**src/rtl/id_stage_pkg.sv**
```systemverilog
//------------------------------------------------------------------------------
// id_stage_pkg : shared opcode, field and ID/EX bundle definitions
// Revision     : 1.0
//------------------------------------------------------------------------------
`default_nettype none

package id_stage_pkg;

  localparam int DATA_W = 16;
  localparam int PC_W   = 8;

  localparam int c_op_hi  = 15;
  localparam int c_op_lo  = 12;
  localparam int c_rd_hi  = 11;
  localparam int c_rd_lo  = 9;
  localparam int c_rs1_hi = 8;
  localparam int c_rs1_lo = 6;
  localparam int c_rs2_hi = 5;
  localparam int c_rs2_lo = 3;
  localparam int c_imm_hi = 5;
  localparam int c_imm_lo = 0;

  typedef enum logic [3:0] {
    OP_NOP  = 4'd0,
    OP_ADD  = 4'd1,
    OP_SUB  = 4'd2,
    OP_AND  = 4'd3,
    OP_OR   = 4'd4,
    OP_ADDI = 4'd5,
    OP_LW   = 4'd6,
    OP_SW   = 4'd7,
    OP_BEQ  = 4'd8,
    OP_JMP  = 4'd9
  } opcode_e;

  typedef struct packed {
    logic              valid;
    logic [PC_W-1:0]   pc;
    opcode_e           opcode;
    logic [2:0]        rd;
    logic [DATA_W-1:0] rs1_data;
    logic [DATA_W-1:0] rs2_data;
    logic [DATA_W-1:0] imm;
    logic              reg_write;
    logic              mem_read;
    logic              mem_write;
  } idex_t;

  // rs2 is a real operand only for these; elsewhere bits [5:3] belong to imm6
  function automatic logic uses_rs2(input opcode_e op);
    return (op inside {OP_ADD, OP_SUB, OP_AND, OP_OR, OP_SW, OP_BEQ});
  endfunction

endpackage

`default_nettype wire

```
**src/rtl/id_regfile.sv**
```systemverilog
//------------------------------------------------------------------------------
// id_regfile : 8x16 register file, r0 hardwired to zero, write-through reads
// Revision   : 1.0
//------------------------------------------------------------------------------
`default_nettype none

module id_regfile #(
  parameter int DATA_W = 16,
  parameter int REG_N  = 8,
  parameter int AW     = $clog2(REG_N)
) (
  input  logic              clk_ibuf,
  input  logic              rst,
  input  logic              wb_en,
  input  logic [AW-1:0]     wb_addr,
  input  logic [DATA_W-1:0] wb_data,
  input  logic [AW-1:0]     rs1_addr,
  input  logic [AW-1:0]     rs2_addr,
  output logic [DATA_W-1:0] rs1_data,
  output logic [DATA_W-1:0] rs2_data
);

  logic [DATA_W-1:0] r_regs [REG_N];

  always_ff @(posedge clk_ibuf or posedge rst) begin
    if (rst) begin
      r_regs <= '{default: '0};
    end else if (wb_en && (wb_addr != '0)) begin
      r_regs[wb_addr] <= wb_data;
    end
  end

  assign rs1_data = (rs1_addr == '0) ? '0 :
                    (wb_en && (wb_addr == rs1_addr)) ? wb_data : r_regs[rs1_addr];
  assign rs2_data = (rs2_addr == '0) ? '0 :
                    (wb_en && (wb_addr == rs2_addr)) ? wb_data : r_regs[rs2_addr];

endmodule

`default_nettype wire

```
**src/rtl/id_stage.sv**
```systemverilog
//------------------------------------------------------------------------------
// id_stage : IF/ID register, decode, load-use stall, branch resolve, ID/EX reg
// Revision : 1.0
//------------------------------------------------------------------------------
`default_nettype none

module id_stage
  import id_stage_pkg::*;
#(
  parameter int DATA_W = 16,
  parameter int PC_W   = 8,
  parameter int REG_N  = 8
) (
  input  logic              clk_ibuf,
  input  logic              rst,
  input  logic [DATA_W-1:0] instruction,
  input  logic [PC_W-1:0]   pc,
  input  logic              ex_is_load,
  input  logic [2:0]        ex_rd,
  input  logic              wb_en,
  input  logic [2:0]        wb_addr,
  input  logic [DATA_W-1:0] wb_data,
  output logic              instruction_fetch_en,
  output logic              branch_taken,
  output logic [5:0]        branch_offset_imm,
  output logic              id_valid,
  output logic [PC_W-1:0]   id_pc,
  output logic [3:0]        id_opcode,
  output logic [2:0]        id_rd,
  output logic [DATA_W-1:0] id_rs1_data,
  output logic [DATA_W-1:0] id_rs2_data,
  output logic [DATA_W-1:0] id_imm,
  output logic              id_reg_write,
  output logic              id_mem_read,
  output logic              id_mem_write
);

  logic              r_ifid_valid;
  logic [PC_W-1:0]   r_ifid_pc;
  logic [DATA_W-1:0] r_ifid_instr;
  idex_t             r_idex;
  idex_t             w_idex_nxt;

  logic [3:0]        w_op_raw;
  opcode_e           w_op;
  logic [2:0]        w_rd;
  logic [2:0]        w_rs1;
  logic [2:0]        w_rs2;
  logic [5:0]        w_imm6;
  logic [DATA_W-1:0] w_rs1_data;
  logic [DATA_W-1:0] w_rs2_data;
  logic              w_stall;
  logic              w_branch;

  assign w_op_raw = r_ifid_instr[c_op_hi:c_op_lo];
  assign w_rd     = r_ifid_instr[c_rd_hi:c_rd_lo];
  assign w_rs1    = r_ifid_instr[c_rs1_hi:c_rs1_lo];
  assign w_rs2    = r_ifid_instr[c_rs2_hi:c_rs2_lo];
  assign w_imm6   = r_ifid_instr[c_imm_hi:c_imm_lo];
  assign w_op     = (w_op_raw <= 4'(OP_JMP)) ? opcode_e'(w_op_raw) : OP_NOP;

  id_regfile #(
    .DATA_W (DATA_W),
    .REG_N  (REG_N)
  ) u_regfile (
    .clk_ibuf (clk_ibuf),
    .rst      (rst),
    .wb_en    (wb_en),
    .wb_addr  (wb_addr),
    .wb_data  (wb_data),
    .rs1_addr (w_rs1),
    .rs2_addr (w_rs2),
    .rs1_data (w_rs1_data),
    .rs2_data (w_rs2_data)
  );

  assign w_stall  = r_ifid_valid && ex_is_load && (ex_rd != 3'd0) &&
                    ((ex_rd == w_rs1) || (uses_rs2(w_op) && (ex_rd == w_rs2)));
  // A stalled branch is resolved later, once its operands are safe
  assign w_branch = r_ifid_valid && !w_stall &&
                    ((w_op == OP_JMP) || ((w_op == OP_BEQ) && (w_rs1_data == w_rs2_data)));

  assign instruction_fetch_en = !w_stall;
  assign branch_taken         = w_branch;
  assign branch_offset_imm    = w_branch ? w_imm6 : 6'd0;

  always_comb begin
    w_idex_nxt = '0;
    if (r_ifid_valid && !w_stall) begin
      w_idex_nxt.valid     = 1'b1;
      w_idex_nxt.pc        = r_ifid_pc;
      w_idex_nxt.opcode    = w_op;
      w_idex_nxt.rd        = w_rd;
      w_idex_nxt.rs1_data  = w_rs1_data;
      w_idex_nxt.rs2_data  = w_rs2_data;
      w_idex_nxt.imm       = {{(DATA_W-6){w_imm6[5]}}, w_imm6};
      w_idex_nxt.reg_write = (w_op inside {OP_ADD, OP_SUB, OP_AND, OP_OR, OP_ADDI, OP_LW});
      w_idex_nxt.mem_read  = (w_op == OP_LW);
      w_idex_nxt.mem_write = (w_op == OP_SW);
    end
  end

  always_ff @(posedge clk_ibuf or posedge rst) begin
    if (rst) begin
      r_ifid_valid <= 1'b0;
      r_ifid_pc    <= '0;
      r_ifid_instr <= '0;
    end else if (w_branch) begin
      r_ifid_valid <= 1'b0;
    end else if (!w_stall) begin
      r_ifid_valid <= 1'b1;
      r_ifid_pc    <= pc;
      r_ifid_instr <= instruction;
    end
  end

  always_ff @(posedge clk_ibuf or posedge rst) begin
    if (rst) begin
      r_idex <= '0;
    end else begin
      r_idex <= w_idex_nxt;
    end
  end

  assign id_valid     = r_idex.valid;
  assign id_pc        = r_idex.pc;
  assign id_opcode    = r_idex.opcode;
  assign id_rd        = r_idex.rd;
  assign id_rs1_data  = r_idex.rs1_data;
  assign id_rs2_data  = r_idex.rs2_data;
  assign id_imm       = r_idex.imm;
  assign id_reg_write = r_idex.reg_write;
  assign id_mem_read  = r_idex.mem_read;
  assign id_mem_write = r_idex.mem_write;

endmodule

`default_nettype wire
```
**config.mk**
```make
export PLATFORM = sky130hd
export DESIGN_NAME = id_stage
export DESIGN_NICKNAME = d
export VERILOG_FILES = /design/src/rtl/id_stage_pkg.sv /design/src/rtl/id_regfile.sv /design/src/rtl/id_stage.sv
export SDC_FILE = /design/constraint.sdc
export NUM_CORES = 1
export LEC_CHECK = 0
export CAP_MARGIN = 20
export CORE_UTILIZATION = 42
export CTS_BUF_LIST = sky130_fd_sc_hd__clkbuf_8
export DETAILED_ROUTE_END_ITERATION = 16
export HOLD_SLACK_MARGIN = 0.06
export PLACE_DENSITY = 0.65
export SLEW_MARGIN = 20
export SYNTH_ARGS = -nofsm -noshare
export SYNTH_HDL_FRONTEND = slang
export SYNTH_SLANG_ARGS = --single-unit
```
**constraint.sdc**
```tcl
create_clock -name clk_ibuf -period 13.6 [get_ports clk_ibuf]
set_input_delay 2.04 -clock clk_ibuf [delete_from_list [all_inputs] [get_ports clk_ibuf]]
set_output_delay 2.04 -clock clk_ibuf [all_outputs]
set_load 0.1 [all_outputs]
```
==> impl_results.md, run 1 <==
- Status: finished, final reports clean
- Final Cycle Share: 0.6375
- Slew Viols, Final: 0
- Die span in y: about 160 µm
- Post-synthesis compound-gate area fraction: 0.03249
- Synth cell count leaders: dfrtp_1, mux2_2, mux4_2, clkbuf_1, nand2_1
- Gate Count Post-Synth: roughly 760
- Async SR Flop Fraction: 1.000
- Critical path arrival: around 6600 ps
- EDFF count, synth: 0
- Largest family of logic cells by synthesized area: multiplexers
- CTS Buffer Depth: 3
- Seq cells post-synth: 210
- Port bufs: ~120
- Top cells by area, synth: dfrtp_1, mux4_2, mux2_2
- Syn nets: 806
- Adder-cell share of the synthesized area: 0
- Global routing's busiest layer: met2
- Via count: 6563
- Initial antenna violation count: 0
- Syn Std Cell Area: between 10000 and 15000 µm²
- Met3 track demand over resource: 0.03538
- Post-route ant nets: 0
- Synth top area share: 0.5111
- Starting DRT DRC Count: roughly 400
- GPL Wtd Cong: between 0.8 and 0.9
- Final Hold Viols: 0
- N_diodes: 0
- Max FO, Critical Path: 25
- Multiplexer area fraction after synthesis: 0.3189
- Num rows: 56
- CTS Hold Bufs: 0
- Final Cell Area: 12490 µm²
- CTS buffer count: 37
- Final core utilization: 0.5260
- Vias in the first global route: roughly 6.6k
- Setup CP Type: in2out
- Resized cells post-CTS: 0
- CP endpoint kind: output pin
- Layout cell share with drive strength beyond 1: 0.3160
- Post-Synth Simple-Gate Area: 0.07411
- Routing usage on met1: 0.3081
- PnR worst setup slack: slightly below 5000 ps
- Overall power: 2.599 mW
- Io pins: between 100 and 150
- Hold WC Path Type: reg2reg
- Setup_tns: 0 ps
- Synth area leader: dfrtp_1
- Final setup viols: 0
- Fillers: 2038
- Worst hold slack: slightly below 400 ps
- Die ar.: around 25000 µm²
- Dpl ws: between 4000 and 5000 ps
- First-pass GRT wire length: between 30000 and 40000 µm
- Total gr overflow: 0
- Top-count cell post-synth: dfrtp_1
- Largest net degree at the start of global routing: 137
- Sequential element share of the synthesized area: 0.5111
- Data required time at the worst endpoint: ~12000 ps
- Max-Cap Viols: 0
- Post-synthesis xor/xnor area fraction: 0.02300
- Placed Area: between 10000 and 15000 µm²
- Met2 usage: 0.3139
- CTS tree: done
- Gr usage total: 0.2065
- Area Growth Syn to Fin: 21.50%
- Power per cell area: around 210 nW/µm²
- Peak VDD IR: around 160 µV
- Clock period minus worst slack: approximately 8700 ps
- Initial DRT Pass Iterations: 5
- Layout Cells excl Fill: 1202
- Leakage power: around 5.4 nW
- Clock Latency Late Sink: ~520 ps
- Syn avg cell area: 13.60 µm²
- DR WL/cell: between 20 and 25 µm
- Slew Limit Headroom: 0.3222
- Routed wire length: between 20000 and 25000 µm
- RSZ-0062 raised after global routing: no
- DR DRC count: 0
- Peak Freq: 115.3 MHz
- Placed Cells incl. Taps: ~1.1k
- Post-CTS setup buffers: 0
- CTS Sinks: 210
- NumNets Final: approximately 910
- Yosys Warn Count: 0
- Die W: 158.5 µm
- H-tree depth: 2
- Core Region: about 24000 µm²
- Dominant synthesized flop cell: dfrtp_1
- Worst-Margin Slew: 1013 ps
- Initial core utilization: 0.4329
- Count of different cell masters after synthesis: between 40 and 50
- Worst-path clk slew: ~50 ps
- Worst setup SP type: primary input
- Dpl hpwl: 15760 µm
- Final clock skew: around 14 ps
- Drt via density: approximately 5.5
- Clock root buffer: clkbuf_8
where the power goes:
group,switching (mW),internal [mW]
Clock,0.252,0.329
Combinational,0.769,0.392
Sequential,0.0918,0.766
worst max-delay path, cell delays in order:
cell             delay, ps
clkdlybuf4s50_1        740
xnor2_1                120
nand4_1                100
buf_4                  310
mux2i_1                310
nor2_1                  80
xor2_1                 200
or4_1                  470
or4_4                  560
o21ai_2                360
and2_1                 190
clkdlybuf4s50_1       1130
path summary, 6_finish.rpt:
check                                 startpoint                    end  slack, ps  depth (start not counted)
max                                   wb_addr[2]   branch_offset_imm[4]       4930                         12
min                        u_regfile.r_regs[127]  u_regfile.r_regs[127]        390                          0
max reg2reg                      r_ifid_instr[6]           r_ifid_pc[7]       9140                         10
min reg2reg                u_regfile.r_regs[127]  u_regfile.r_regs[127]        390                          0
max in group asynchronous                    rst               id_pc[5]      10070                          3
min in group asynchronous                    rst        id_rs1_data[14]       2100                          2
registers in the layout, indices dropped and copies added, names as in the netlist, 3 cells and up:
register,cells
id_rs2_data,16
r_ifid_instr,16
id_pc,8
u_regfile.r_regs,128
id_opcode,4
id_rs1_data,16
id_imm,6
id_rd,3
r_ifid_pc,8
cells in the final DEF, fill, tap and decap left out, drive strengths merged, types with 2 or more instances in the layout:
cell type,netlist,final
and3,3,3
and2,27,27
clkbuf,48,47
nand4,6,6
or3,2,2
nor3,26,26
o211ai,12,12
o21ai,24,24
nand4b,3,3
mux4,64,64
inv,9,22
nor3b,2,2
xor2,6,6
nor2,26,26
nor4,2,2
a21oi,13,13
dfrtp,210,210
clkdlybuf4s50,0,124
clkinvlp,0,2
xnor2,21,21
mux2i,25,25
clkinv,1,4
o22ai,2,2
nand3,9,9
nor4bb,2,2
nand2,39,39
mux2,134,134
or4,2,2
buf,32,17
logic make-up (layout without fill, tap and decap cells):
group           after synthesis  in the layout
buf+inv                      90            217
mux                         223            223
xor+xnor                     27             27
simple gates                151            151
flops                       210            210
compound gates               55             55
metal layers:
layer / vias up / routed length (µm)
met5: - / 0
met4: 0 / 371
met3: 31 / 1262
met2: 209 / 11120
met1: 3379 / 11850
li1: 2944 / -
area by class of cell:
type,count,area (µm²),share of cell area
tap,319,399.1,0.03195
sequential,210,5260,0.4210
inverter,10,45.04,0.003605
multi-input combinational,456,4652,0.3724
clock inverter,19,108.9,0.008713
clock buffer,47,646.9,0.05178
timing repair buffer,141,1381,0.1106
(Power assumes the default switching activity.)
==> inputs of run 2 (changes only) <==
==> constraint.sdc (replaced) <==
create_clock -name clk_ibuf -period 8.2 [get_ports clk_ibuf]
set_input_delay 1.23 -clock clk_ibuf [delete_from_list [all_inputs] [get_ports clk_ibuf]]
set_output_delay 1.23 -clock clk_ibuf [all_outputs]
set_load 0.1 [all_outputs]
==> run 2 against run 1 <==
Non-clock buffer count stayed put. Final cell count decreased by 0.25%. Clock skew shrank 0.87 ps. Largest cell class unchanged.
==> impl_results.md, run 2 (synthesis gave the netlist of run 1 again) <==
- Status: finished, final reports clean
- Dpl hpwl: 15800 µm (+0.26%)
- Routed wire length: 24630 µm (+0.11%)
- Final clock skew: 13.12 ps (-0.8749 ps)
- Most frequent cells in the layout: dfrtp_1, clkdlybuf4s50_1, mux2_2, mux4_2, clkbuf_8
- Worst-path clk slew: 60 ps (about the same)
- Layout cell share with drive strength beyond 1: 0.3170 (+0.001077)
- CTS Hold Bufs: 0 (unchanged)
- Layout Cells excl Fill: 1199 (-0.25%)
- Initial core utilization: 0.4329 (unchanged)
- Starting DRT DRC Count: 392 (-4.6%)
- CP endpoint kind: output pin
- Setup_tns: 0 ps (unchanged)
- Top reg by flops: u_regfile.r_regs
- Met3 track demand over resource: 0.03974 (+0.004355)
- Die W: 158.5 µm (unchanged)
- Die ar.: 25110 µm² (unchanged)
- Vias in the first global route: 6666 (+1.8%)
- Final Cycle Share: 0.7597
- Setup CP Type: in2out
- Met2 usage: 0.3066 (-0.007310)
- Worst Setup SP: wb_addr[0]
- CTS tree: done
- Total gr overflow: 0 (unchanged)
- Clock period minus worst slack: ~6200 ps
- CTS buffer count: 37 (unchanged)
- H-tree depth: 2 (unchanged)
- DR WL/cell: 20.54 µm (+0.36%)
- Worst-Margin Slew: 1057 ps (+43.29 ps)
- Worst reg2reg startpoint: r_ifid_instr[6]
- Core Region: 23750 µm² (unchanged)
- Max FO, Critical Path: 25 (unchanged)
- Power per cell area: 342.2 nW/µm² (+65%)
- Final setup viols: 0 (unchanged)
- Post-route ant nets: 0 (unchanged)
- Post-CTS setup buffers: 0 (unchanged)
- Largest register FFs: 128 (unchanged)
- Area Growth Syn to Fin: 20.49%
- Drt via density: 5.477 (+0.31%)
- Final Hold Viols: 0 (unchanged)
- Critical path arrival: 5000 ps (-1630 ps)
- Io pins: 125 (unchanged)
- Resized cells post-CTS: 0 (unchanged)
- Via count: 6567 (+0.061%)
- Initial antenna violation count: 0 (unchanged)
- First-pass GRT wire length: 38740 µm (about the same)
- Gr usage total: 0.2059 (-0.0005917)
- Min-Delay Startpoint: u_regfile.r_regs[122]
- Hold WC Path Type: reg2reg
- Most common cell after layout, fill and taps aside: dfrtp_1
- Final core utilization: 0.5216 (-0.004372)
- N_diodes: 0 (unchanged)
- GPL Wtd Cong: 0.8089 (-0.41%)
- Peak VDD IR: 280.4 µV (+77%)
- Port bufs: 124 (unchanged)
- Overall power: 4.240 mW (+63%)
- RSZ-0062 raised after global routing: no
- Num rows: 56 (unchanged)
- CTS Buffer Depth: 3 (unchanged)
- Max-Cap Viols: 0 (unchanged)
- Routing usage on met1: 0.3054 (-0.002670)
- Die span in y: 158.5 µm (unchanged)
- Slew Viols, Final: 0 (unchanged)
- Leakage power: 5.413 nW (-0.23%)
- Placed Cells incl. Taps: 1136 (+0.088%)
- DR DRC count: 0 (unchanged)
- Clock Latency Late Sink: 530 ps (about the same)
- CTS Sinks: 210 (unchanged)
- Peak Freq: ~160 MHz
- Worst setup SP type: primary input
- Clock root buffer: clkbuf_8
- NumNets Final: 906 (unchanged)
- Data required time at the worst endpoint: 6970 ps (-4590 ps)
- Initial DRT Pass Iterations: 4 (-1)
- Global routing's busiest layer: met2
- Largest net degree at the start of global routing: 143 (+4.4%)
- Slew Limit Headroom: 0.2955 (-0.02674)
run 2: final cells by class:
type,instances,area [µm²]
repair buffers,141,1351
inverters,10,45.04
well taps,319,399.1
clock buffers,44,605.6
flip-flops and latches,210,5260
clock inverters,19,76.32
multi-input cells,456,4652
fillers,2039,11360
run 2: final timing paths:
kind | end | slack [ps] | cells after the start
setup / recovery | branch_offset_imm[4] | 1970 | 12
hold / removal | u_regfile.r_regs[122] | 390 | 0
setup reg to reg | r_ifid_pc[7] | 3780 | 9
hold reg to reg | u_regfile.r_regs[122] | 390 | 0
max in group asynchronous | r_ifid_instr[6] | 5310 | 3
min in group asynchronous | id_rs2_data[1] | 1330 | 2
run 2: stage by stage:
step	instance area, µm²	hold slack [ps]	worst slack [ps]
3_5_place_dp	11710	382.0	1974
2_1_floorplan	10280	441.3	1232
6_report	12390	392.7	1971
3_3_place_gp	11710	376.9	2124
4_1_cts	12390	395.8	1973
5_1_grt	12390	407.7	1757
run 2: layer usage:
metal	wire, µm	part of all wire
met2	10880	0.44
met4	416	0.017
met5	0	0
met1	11650	0.47
met3	1681	0.068
run 2: where the power goes:
group / switching [mW] / internal (mW)
Combinational: 1.25 / 0.647
Clock: 0.419 / 0.482
Sequential: 0.171 / 1.27
Total: 1.84 / 2.40
run 2: critical path, stage by stage:
cell	delay, ps
clkdlybuf4s50_1	630
xnor2_1	220
nand4_1	160
buf_4	310
mux2i_1	330
nor2_1	80
xor2_1	160
or4_1	460
or4_4	550
o21ai_2	380
and2_1	200
buf_4	280
